===== config.mk =====
export PLATFORM = sky130hd
export DESIGN_NAME = mc_controller_flat
export DESIGN_NICKNAME = d
export VERILOG_FILES = /design/src/rtl/mc_controller_if.sv /design/src/rtl/mc_controller.sv /design/src/flat_wrapper.sv
export SDC_FILE = /design/constraint.sdc
export NUM_CORES = 1
export LEC_CHECK = 0
export ABC_AREA = 1
export BUFFER_PORTS_ARGS = -buffer_cell sky130_fd_sc_hd__buf_2
export CORE_UTILIZATION = 52
export DETAILED_ROUTE_END_ITERATION = 7
export GPL_TIMING_DRIVEN = 0
export PLACE_DENSITY = 0.76
export SYNTH_ARGS = -nofsm -noshare
export SYNTH_HDL_FRONTEND = slang
export SYNTH_SLANG_ARGS = --single-unit

===== constraint.sdc =====
create_clock -name clk -period 2.4 [get_ports clk]
set_clock_uncertainty 0.15 [all_clocks]
set_input_delay 0.12 -clock clk [delete_from_list [all_inputs] [get_ports clk]]
set_output_delay 0.12 -clock clk [all_outputs]
set_load 0.05 [all_outputs]

===== src/rtl/mc_controller_if.sv =====
// Control/handshake bundle between the multi-cycle sequencer and the MIPS datapath/memory.
// MC_CONTROLLER_JUMP_EN adds the Jump strobe.
interface mc_controller_if;
  logic [5:0] OpCode;
  logic       mem_ack;
  logic       mem_req;
  logic       IRWrite;
  logic       PCWrite;
  logic       RegDst;
  logic       AluSrc;
  logic       MemtoReg;
  logic       RegWrite;
  logic       MemRead;
  logic       MemWrite;
  logic       Branch;
  logic       Ne;
  logic [1:0] ALUOp;
`ifdef MC_CONTROLLER_JUMP_EN
  logic       Jump;
`endif

  modport master (
    input  OpCode, mem_ack,
    output mem_req, IRWrite, PCWrite, RegDst, AluSrc, MemtoReg, RegWrite,
           MemRead, MemWrite, Branch, Ne, ALUOp
`ifdef MC_CONTROLLER_JUMP_EN
    , output Jump
`endif
  );

  modport slave (
    output OpCode, mem_ack,
    input  mem_req, IRWrite, PCWrite, RegDst, AluSrc, MemtoReg, RegWrite,
           MemRead, MemWrite, Branch, Ne, ALUOp
`ifdef MC_CONTROLLER_JUMP_EN
    , input Jump
`endif
  );
endinterface


===== src/rtl/mc_controller.sv =====
// Multi-cycle MIPS sequencer: FETCH/DECODE/EXEC/MEM/WB with wait-stated memory and timeout fault.
// Optional feature: MC_CONTROLLER_JUMP_EN makes opcode 000010 a legal jump.
module mc_controller #(
  parameter int unsigned MEM_TIMEOUT  = 15,
  parameter bit          ILLEGAL_HALT = 1'b1
) (
  input  logic            clk,
  input  logic            reset,
  mc_controller_if.master bus,
  output logic [2:0]      state,
  output logic            halted,
  output logic            fault,
  output logic            illegal
);

  localparam int unsigned CNT_W = 8;

  localparam logic [5:0] OP_R    = 6'b000000;
  localparam logic [5:0] OP_LW   = 6'b100011;
  localparam logic [5:0] OP_SW   = 6'b101011;
  localparam logic [5:0] OP_ADDI = 6'b001000;
  localparam logic [5:0] OP_BEQ  = 6'b000100;
  localparam logic [5:0] OP_BNE  = 6'b000101;
`ifdef MC_CONTROLLER_JUMP_EN
  localparam logic [5:0] OP_J    = 6'b000010;
`endif

  typedef enum logic [2:0] {
    S_FETCH  = 3'd0,
    S_DECODE = 3'd1,
    S_EXEC   = 3'd2,
    S_MEM    = 3'd3,
    S_WB     = 3'd4,
    S_IDLE   = 3'd5,
    S_HALT   = 3'd7
  } state_e;

  state_e           state_q, state_d;
  logic [5:0]       opcode_q, opcode_d;
  logic [CNT_W-1:0] cnt_q, cnt_d;
  logic             fault_q, fault_d;
  logic             illegal_q, illegal_d;
  logic             mem_req_c;

  function automatic logic op_legal(input logic [5:0] op);
    case (op)
      OP_R, OP_LW, OP_SW, OP_ADDI, OP_BEQ, OP_BNE: op_legal = 1'b1;
`ifdef MC_CONTROLLER_JUMP_EN
      OP_J:                                        op_legal = 1'b1;
`endif
      default:                                     op_legal = 1'b0;
    endcase
  endfunction

  always_ff @(posedge clk or negedge reset) begin
    if (!reset) begin
      state_q   <= S_IDLE;
      opcode_q  <= '0;
      cnt_q     <= '0;
      fault_q   <= 1'b0;
      illegal_q <= 1'b0;
    end else begin
      state_q   <= state_d;
      opcode_q  <= opcode_d;
      cnt_q     <= cnt_d;
      fault_q   <= fault_d;
      illegal_q <= illegal_d;
    end
  end

  // Next state, opcode latch, timeout counter and sticky status.
  always_comb begin
    state_d   = state_q;
    opcode_d  = opcode_q;
    fault_d   = fault_q;
    illegal_d = ILLEGAL_HALT ? illegal_q : 1'b0;
    case (state_q)
      S_IDLE:   state_d = S_FETCH;
      S_FETCH:  if (bus.mem_ack) state_d = S_DECODE;
      S_DECODE: begin
        opcode_d = bus.OpCode;
        if (op_legal(bus.OpCode)) begin
          state_d = S_EXEC;
        end else begin
          illegal_d = 1'b1;
          state_d   = ILLEGAL_HALT ? S_HALT : S_FETCH;
        end
      end
      S_EXEC: begin
        case (opcode_q)
          OP_LW, OP_SW:   state_d = S_MEM;
          OP_R, OP_ADDI:  state_d = S_WB;
          default:        state_d = S_FETCH;
        endcase
      end
      S_MEM:    if (bus.mem_ack) state_d = (opcode_q == OP_LW) ? S_WB : S_FETCH;
      S_WB:     state_d = S_FETCH;
      S_HALT:   state_d = S_HALT;
      default:  state_d = S_IDLE;
    endcase

    // Timeout overrides any transition; the pending access is dropped.
    if (mem_req_c && !bus.mem_ack && (cnt_q == CNT_W'(MEM_TIMEOUT - 1))) begin
      state_d = S_HALT;
      fault_d = 1'b1;
    end
    cnt_d = (mem_req_c && !bus.mem_ack && (state_d == state_q)) ? cnt_q + CNT_W'(1) : '0;
  end

  // Moore decode from state and latched opcode; only fetch strobes qualify on mem_ack.
  always_comb begin
    mem_req_c    = 1'b0;
    bus.IRWrite  = 1'b0;
    bus.PCWrite  = 1'b0;
    bus.RegDst   = 1'b0;
    bus.AluSrc   = 1'b0;
    bus.MemtoReg = 1'b0;
    bus.RegWrite = 1'b0;
    bus.MemRead  = 1'b0;
    bus.MemWrite = 1'b0;
    bus.Branch   = 1'b0;
    bus.Ne       = 1'b0;
    bus.ALUOp    = 2'b00;
`ifdef MC_CONTROLLER_JUMP_EN
    bus.Jump     = 1'b0;
`endif
    if (state_q == S_EXEC || state_q == S_MEM || state_q == S_WB) begin
      case (opcode_q)
        OP_R:          begin bus.RegDst = 1'b1; bus.ALUOp = 2'b10; end
        OP_LW:         begin bus.AluSrc = 1'b1; bus.MemtoReg = 1'b1; end
        OP_SW,OP_ADDI: bus.AluSrc = 1'b1;
        OP_BEQ,OP_BNE: bus.ALUOp = 2'b01;
        default:       ;
      endcase
    end
    case (state_q)
      S_FETCH: begin
        mem_req_c   = 1'b1;
        bus.IRWrite = bus.mem_ack;
        bus.PCWrite = bus.mem_ack;
      end
      S_EXEC: begin
        bus.Branch = (opcode_q == OP_BEQ) || (opcode_q == OP_BNE);
        bus.Ne     = (opcode_q == OP_BNE);
`ifdef MC_CONTROLLER_JUMP_EN
        bus.Jump   = (opcode_q == OP_J);
`endif
      end
      S_MEM: begin
        mem_req_c    = 1'b1;
        bus.MemRead  = (opcode_q == OP_LW);
        bus.MemWrite = (opcode_q == OP_SW);
      end
      S_WB:    bus.RegWrite = 1'b1;
      default: ;
    endcase
  end

  assign bus.mem_req = mem_req_c;
  assign state       = state_q;
  assign halted      = (state_q == S_HALT);
  assign fault       = fault_q;
  assign illegal     = illegal_q;

endmodule


===== src/flat_wrapper.sv =====
// flat-port wrapper written by rule: the top's interface ports become plain ports
module mc_controller_flat 
#(
  parameter int unsigned MEM_TIMEOUT  = 15,
  parameter bit          ILLEGAL_HALT = 1'b1
)
  (clk, reset, state, halted, fault, illegal, bus_OpCode, bus_mem_ack, bus_mem_req, bus_IRWrite, bus_PCWrite, bus_RegDst, bus_AluSrc, bus_MemtoReg, bus_RegWrite, bus_MemRead, bus_MemWrite, bus_Branch, bus_Ne, bus_ALUOp);
  mc_controller_if bus_i ();
  input  logic clk;
  input  logic reset;
  output logic [2:0] state;
  output logic halted;
  output logic fault;
  output logic illegal;
  input wire logic [$bits(bus_i.OpCode)-1:0] bus_OpCode;
  input wire logic [$bits(bus_i.mem_ack)-1:0] bus_mem_ack;
  output wire logic [$bits(bus_i.mem_req)-1:0] bus_mem_req;
  output wire logic [$bits(bus_i.IRWrite)-1:0] bus_IRWrite;
  output wire logic [$bits(bus_i.PCWrite)-1:0] bus_PCWrite;
  output wire logic [$bits(bus_i.RegDst)-1:0] bus_RegDst;
  output wire logic [$bits(bus_i.AluSrc)-1:0] bus_AluSrc;
  output wire logic [$bits(bus_i.MemtoReg)-1:0] bus_MemtoReg;
  output wire logic [$bits(bus_i.RegWrite)-1:0] bus_RegWrite;
  output wire logic [$bits(bus_i.MemRead)-1:0] bus_MemRead;
  output wire logic [$bits(bus_i.MemWrite)-1:0] bus_MemWrite;
  output wire logic [$bits(bus_i.Branch)-1:0] bus_Branch;
  output wire logic [$bits(bus_i.Ne)-1:0] bus_Ne;
  output wire logic [$bits(bus_i.ALUOp)-1:0] bus_ALUOp;
  assign bus_i.OpCode = bus_OpCode;
  assign bus_i.mem_ack = bus_mem_ack;
  assign bus_mem_req = bus_i.mem_req;
  assign bus_IRWrite = bus_i.IRWrite;
  assign bus_PCWrite = bus_i.PCWrite;
  assign bus_RegDst = bus_i.RegDst;
  assign bus_AluSrc = bus_i.AluSrc;
  assign bus_MemtoReg = bus_i.MemtoReg;
  assign bus_RegWrite = bus_i.RegWrite;
  assign bus_MemRead = bus_i.MemRead;
  assign bus_MemWrite = bus_i.MemWrite;
  assign bus_Branch = bus_i.Branch;
  assign bus_Ne = bus_i.Ne;
  assign bus_ALUOp = bus_i.ALUOp;
  mc_controller #(.MEM_TIMEOUT(MEM_TIMEOUT), .ILLEGAL_HALT(ILLEGAL_HALT)) u_core (.clk(clk), .reset(reset), .bus(bus_i), .state(state), .halted(halted), .fault(fault), .illegal(illegal));
endmodule

# == Yosys cells after proc, flatten, opt, wreduce, memory -nomap -nowiden ==
# Index checks and enable logic that the tools add are counted.
# totals
elab_cells,68
inputBits,9
reg_bits,19
# classes
addsub,1
n_reduce_logical,18
n_bitwise,1
mux,25
eq_ne,18
# ops
op,count
== test 6 x 3 -> 1 bit (second input constant),4
== test 6 bit (second input constant),4
case mux 3 bit (6 select lines),1
two-way mux 1 bit,15
two-way mux 3 bit,5
== test 6 x 4 -> 1 bit (second input constant),2
zero test 6 bit,2
OR reduction 2 bit,5
== test 3 bit (second input constant),3
adder 8 x 1 -> 8 bit (second input constant),1
== test 8 x 4 -> 1 bit (second input constant),1
two-way mux 8 bit,1
== test 3 x 2 -> 1 bit (second input constant),2
case mux 3 bit (2 select lines),1
OR reduction 6 bit,1
case mux 2 bit (2 select lines),1
== test 3 x 1 -> 1 bit (second input constant),1
== test 3 bit,1
logical AND 1 bit,3
zero test 3 bit,1
logical OR 1 bit,3
OR reduction 3 bit,1
two-way mux 2 bit,1
AND reduction 2 bit,1
other kinds (2),2

# == Depth between registers and ports, before layout ==
# depth
word_depth,10
depth_mapped,11
ltp_nobuf,11

# == Worst setup path before layout ==
# Ideal clock, no wire load.
# synth_path
path_kind,reg-to-output
startpoint,register u_core.state_q[2] (netlist: u_core.state[2])
endpoint,output port bus_ALUOp[1]
path_buffers,0
arrival_ps,3247
path_stages_with_launch,5
path_slack_ps,-1117
cell_sequence,dfstp_2 > inv_2 > nor2_1 > nor2_1 > nor4_1
# synth_via
elab_chain_len,4
# synth_lines
item,line,source
"start, declared",mc_controller.sv:38,"state_e state_q, state_d;"
"start signal, assigned",mc_controller.sv:63,state_q <= state_d;
== test 3 x 2 -> 1 bit,mc_controller.sv:127,if (state_q == S_EXEC || state_q == S_MEM || state_q == S_WB) begin
logical OR 1 bit,mc_controller.sv:127,
logical OR 1 bit *,mc_controller.sv:127,
two-way mux 2 bit *,mc_controller.sv:127,
"end, declared",flat_wrapper.sv:28,output wire logic [$bits(bus_i.ALUOp)-1:0] bus_ALUOp;
# Every way passes the cells marked *; elsewhere a longest branch is shown, timed or not.

# == Worst setup path after layout ==
# layout_path
startpoint,register u_core.state_q[0] (netlist: u_core.state[0])
endpoint,output port bus_RegDst
# layout_via
elab_chain_len,4
# layout_lines
item,line,source
== test 3 x 2 -> 1 bit,mc_controller.sv:127,
logical OR 1 bit,mc_controller.sv:127,
logical OR 1 bit *,mc_controller.sv:127,
two-way mux 1 bit *,mc_controller.sv:127,
"end, declared",flat_wrapper.sv:20,output wire logic [$bits(bus_i.RegDst)-1:0] bus_RegDst;
# Marked as above.

==> results.yml <==
status:
  outcome: "finished, final reports clean"
power_and_ir_drop:
  vdd.ir_drop.worst_mv: 0.809
  totalPowerFinal_mw: 1.55
  total_leakage_power_nw: 0.739
  power_density_nw_per_um2: 1060
yosys:
  synth_commonest_cells: "34 x nand2_1, 29 x nor2_1, 20 x inv_1"
  synth.area.mux_share: 0
  yosys.area.top_type: "dfrtp_1"
  synth_top_family_by_area: "simple AND/OR/NAND/NOR gates"
  synthFlopType: "dfrtp_1"
  synth_compound_area_frac: 0.0672
  synthAdderAreaFrac: 0.0220
  synth.most_common_cell: "nand2_1"
  yosys_warnings: 0
  synth_top_area_frac: 0.374
  syn_area_per_cell_um2: 7.28
  synth_fp_nets: 167
  synth_simple_gate_area_share: 0.377
  synth-edff-count: 0
  synthCells: 156
  ys_ff_latch: 19
  ys_types: 26
  seq_area_frac_synth: 0.421
  synth-async-reset-ratio: 1.00
  syn_area_um2: 1140
  synth-xor-area-share: 0.0308
  ys_top_cells_by_area: "dfrtp_1 37%, nand2_1 11%, nor2_1 9.6%, inv_1 6.6%, nand3_1 4.8%"
floorplanning:
  design.core.area_um2: 2000
  dieArea_um2: 2380
  start_util: 0.568
  boundaryPins: 28
  rows: 16
  dieWidth_um: 48.7
  die_h_um: 48.7
timing:
  timing.final.crit_share: 0.877
  tns_ns: 0
  fin_crit_ns: 2.10
  whs_ns: 0.0699
  final_hold_viol_count: 0
  rsz0062_at_grt: "false"
  slew_headroom: 0.573
  setup_slack_ns: 0.296
  fmax_ghz: 0.475
  setup_viol: 0
  drv_slew: 0
  worstMarginPinSlew_ns: 0.637
routing:
  vias: 1122
  dr.pass1.iters: 4
  ant_nets: 0
  drcViolationCount: 0
  routed_wl_um: 2580
  avgViaCountPerCell: 5.08
  wire_per_inst_um: 11.7
  drtIter0Drc: 11
final_layout:
  nNetsFinal: 206
  multi_input_area_um2: 627
  fill_cells: 175
  num_antenna_cells: 0
  syn2layout_area_growth_pct: 29.2
  drive_gt1_frac: 0.289
  finish.utilization: 0.733
  regArea_um2: 478
critical_path:
  cp.required_ns: 2.13
  reg2reg_from: "u_core.state[0]"
  cp.arrival_ns: 1.83
  end_kind: "primary output"
  cp-startpoint: "u_core.state[0]"
  reg2reg_depth: 7
  critPathCapture: "bus_RegDst"
  crit_type: "reg2out"
  r2r_end: "u_core.cnt_q[7]"
  critPathLaunchType: "flop"
  cp_max_fo: 5
  reg2reg_slack_ns: 0.38
global_routing:
  grt_max_degree: 20
  antenna_found_initial: 0
  grt_pass1_vias: 1108
  grt_pass1_wl_um: 4530
  grt_usage: 0.243
  overflow: 0
clocking:
  postCtsSetupRepairBufs: 0
  ctsLongestPathBuffers: 2
  cts_tree: "yes"
  clk_pin_slew_ns: 0.12
  cts_sinks: 19
  htreeDepth: 1
  cts_root_buf: "clkbuf_4"
  numCtsBuffers: 3
  clkLatencyLatePin_ns: 0.30
place:
  dp_hpwl_um: 1920
  port-buffer-count: 27
  place_congestion: 0.821
  place_ws_ns: 0.374
worst_hold_path:
  min_path_type: "in2reg"
flow_run:
  drv_cap: 0
layer usage:
metal	global-route usage	up-vias	wire length, um	part of all wire
li1	-	573	-	-
met1	0.287	520	1170	0.45
met2	0.454	29	1310	0.51
met3	0.0440	0	100	0.039
met4	0.0490	0	0	0
met5	0	-	0	0
layout by cell type (no fill, tap or decap), drive strengths merged:
master / count
a31oi: 1
a21oi: 4
clkinvlp: 1
nand3: 13
nor3: 6
nor2: 31
dfrtp: 17
or2: 2
o21ai: 7
nor3b: 1
clkbuf: 3
xnor2: 2
nand2: 36
a21o: 1
dfstp: 2
ha: 2
nor4: 2
inv: 23
xor2: 2
dlygate4sd3: 7
nand4: 3
buf: 28
state kept, by name (all words and copies together) (netlist names):
| name | flops |
|---|---|
| u_core.fault | 1 |
| u_core.state | 3 |
| u_core.illegal | 1 |
| u_core.opcode_q | 6 |
| u_core.cnt_q | 8 |
repair_timing:
action | 4_1_cts | 5_1_grt
hold buffers | 7 | 0
resized for setup | 0 | 1
hold endpoints to repair | 25 | 0
endpoints found under the setup margin | 0 | 1
area by class of cell:
type                            count  area share
Sequential cell                    19       0.326
Multi-Input combinational cell    113       0.427
Clock buffer                        3      0.0153
Buffer                              1     0.00512
Timing Repair Buffer               34       0.140
Inverter                           23      0.0588
Tap cell                           27      0.0230
Clock inverter                      1     0.00512
critical path: stages (launching register included):
cell and delay [ns]:
dfstp_2 0.57, inv_1 0.09, nand2_1 0.14, nor2_4 0.04
nor2_2 0.36, nor4_4 0.09, buf_2 0.23
power breakdown:
part | switching (mW) | internal, mW
clock network | 0.110 | 0.0634
logic | 0.637 | 0.223
registers | 0.106 | 0.410
kinds of logic after synthesis:
kind of cell    count (synthesis)
xor+xnor                        4
simple gates                   94
buf+inv                        24
flops                          19
compound gates                 13
fa+ha+maj                       2
through the flow:
stage,area (um^2),instances
2_1_floorplan,1200,156
3_3_place_gp,1370,210
3_5_place_dp,1370,210
4_1_cts,1470,221
5_1_grt,1470,221
6_report,1470,221
worst min-delay path by stage:
stage / to / cells past startpoint / from
6_report: u_core.state[2] / 5 / bus_mem_ack
5_1_grt: u_core.state[2] / 5 / bus_mem_ack
4_1_cts: u_core.state[2] / 5 / bus_mem_ack
3_5_place_dp: u_core.cnt_q[6] / 1 / reset
3_3_place_gp: u_core.cnt_q[6] / 1 / reset
2_1_floorplan: u_core.cnt_q[0] / 0 / reset
(Power assumes the default switching activity.)
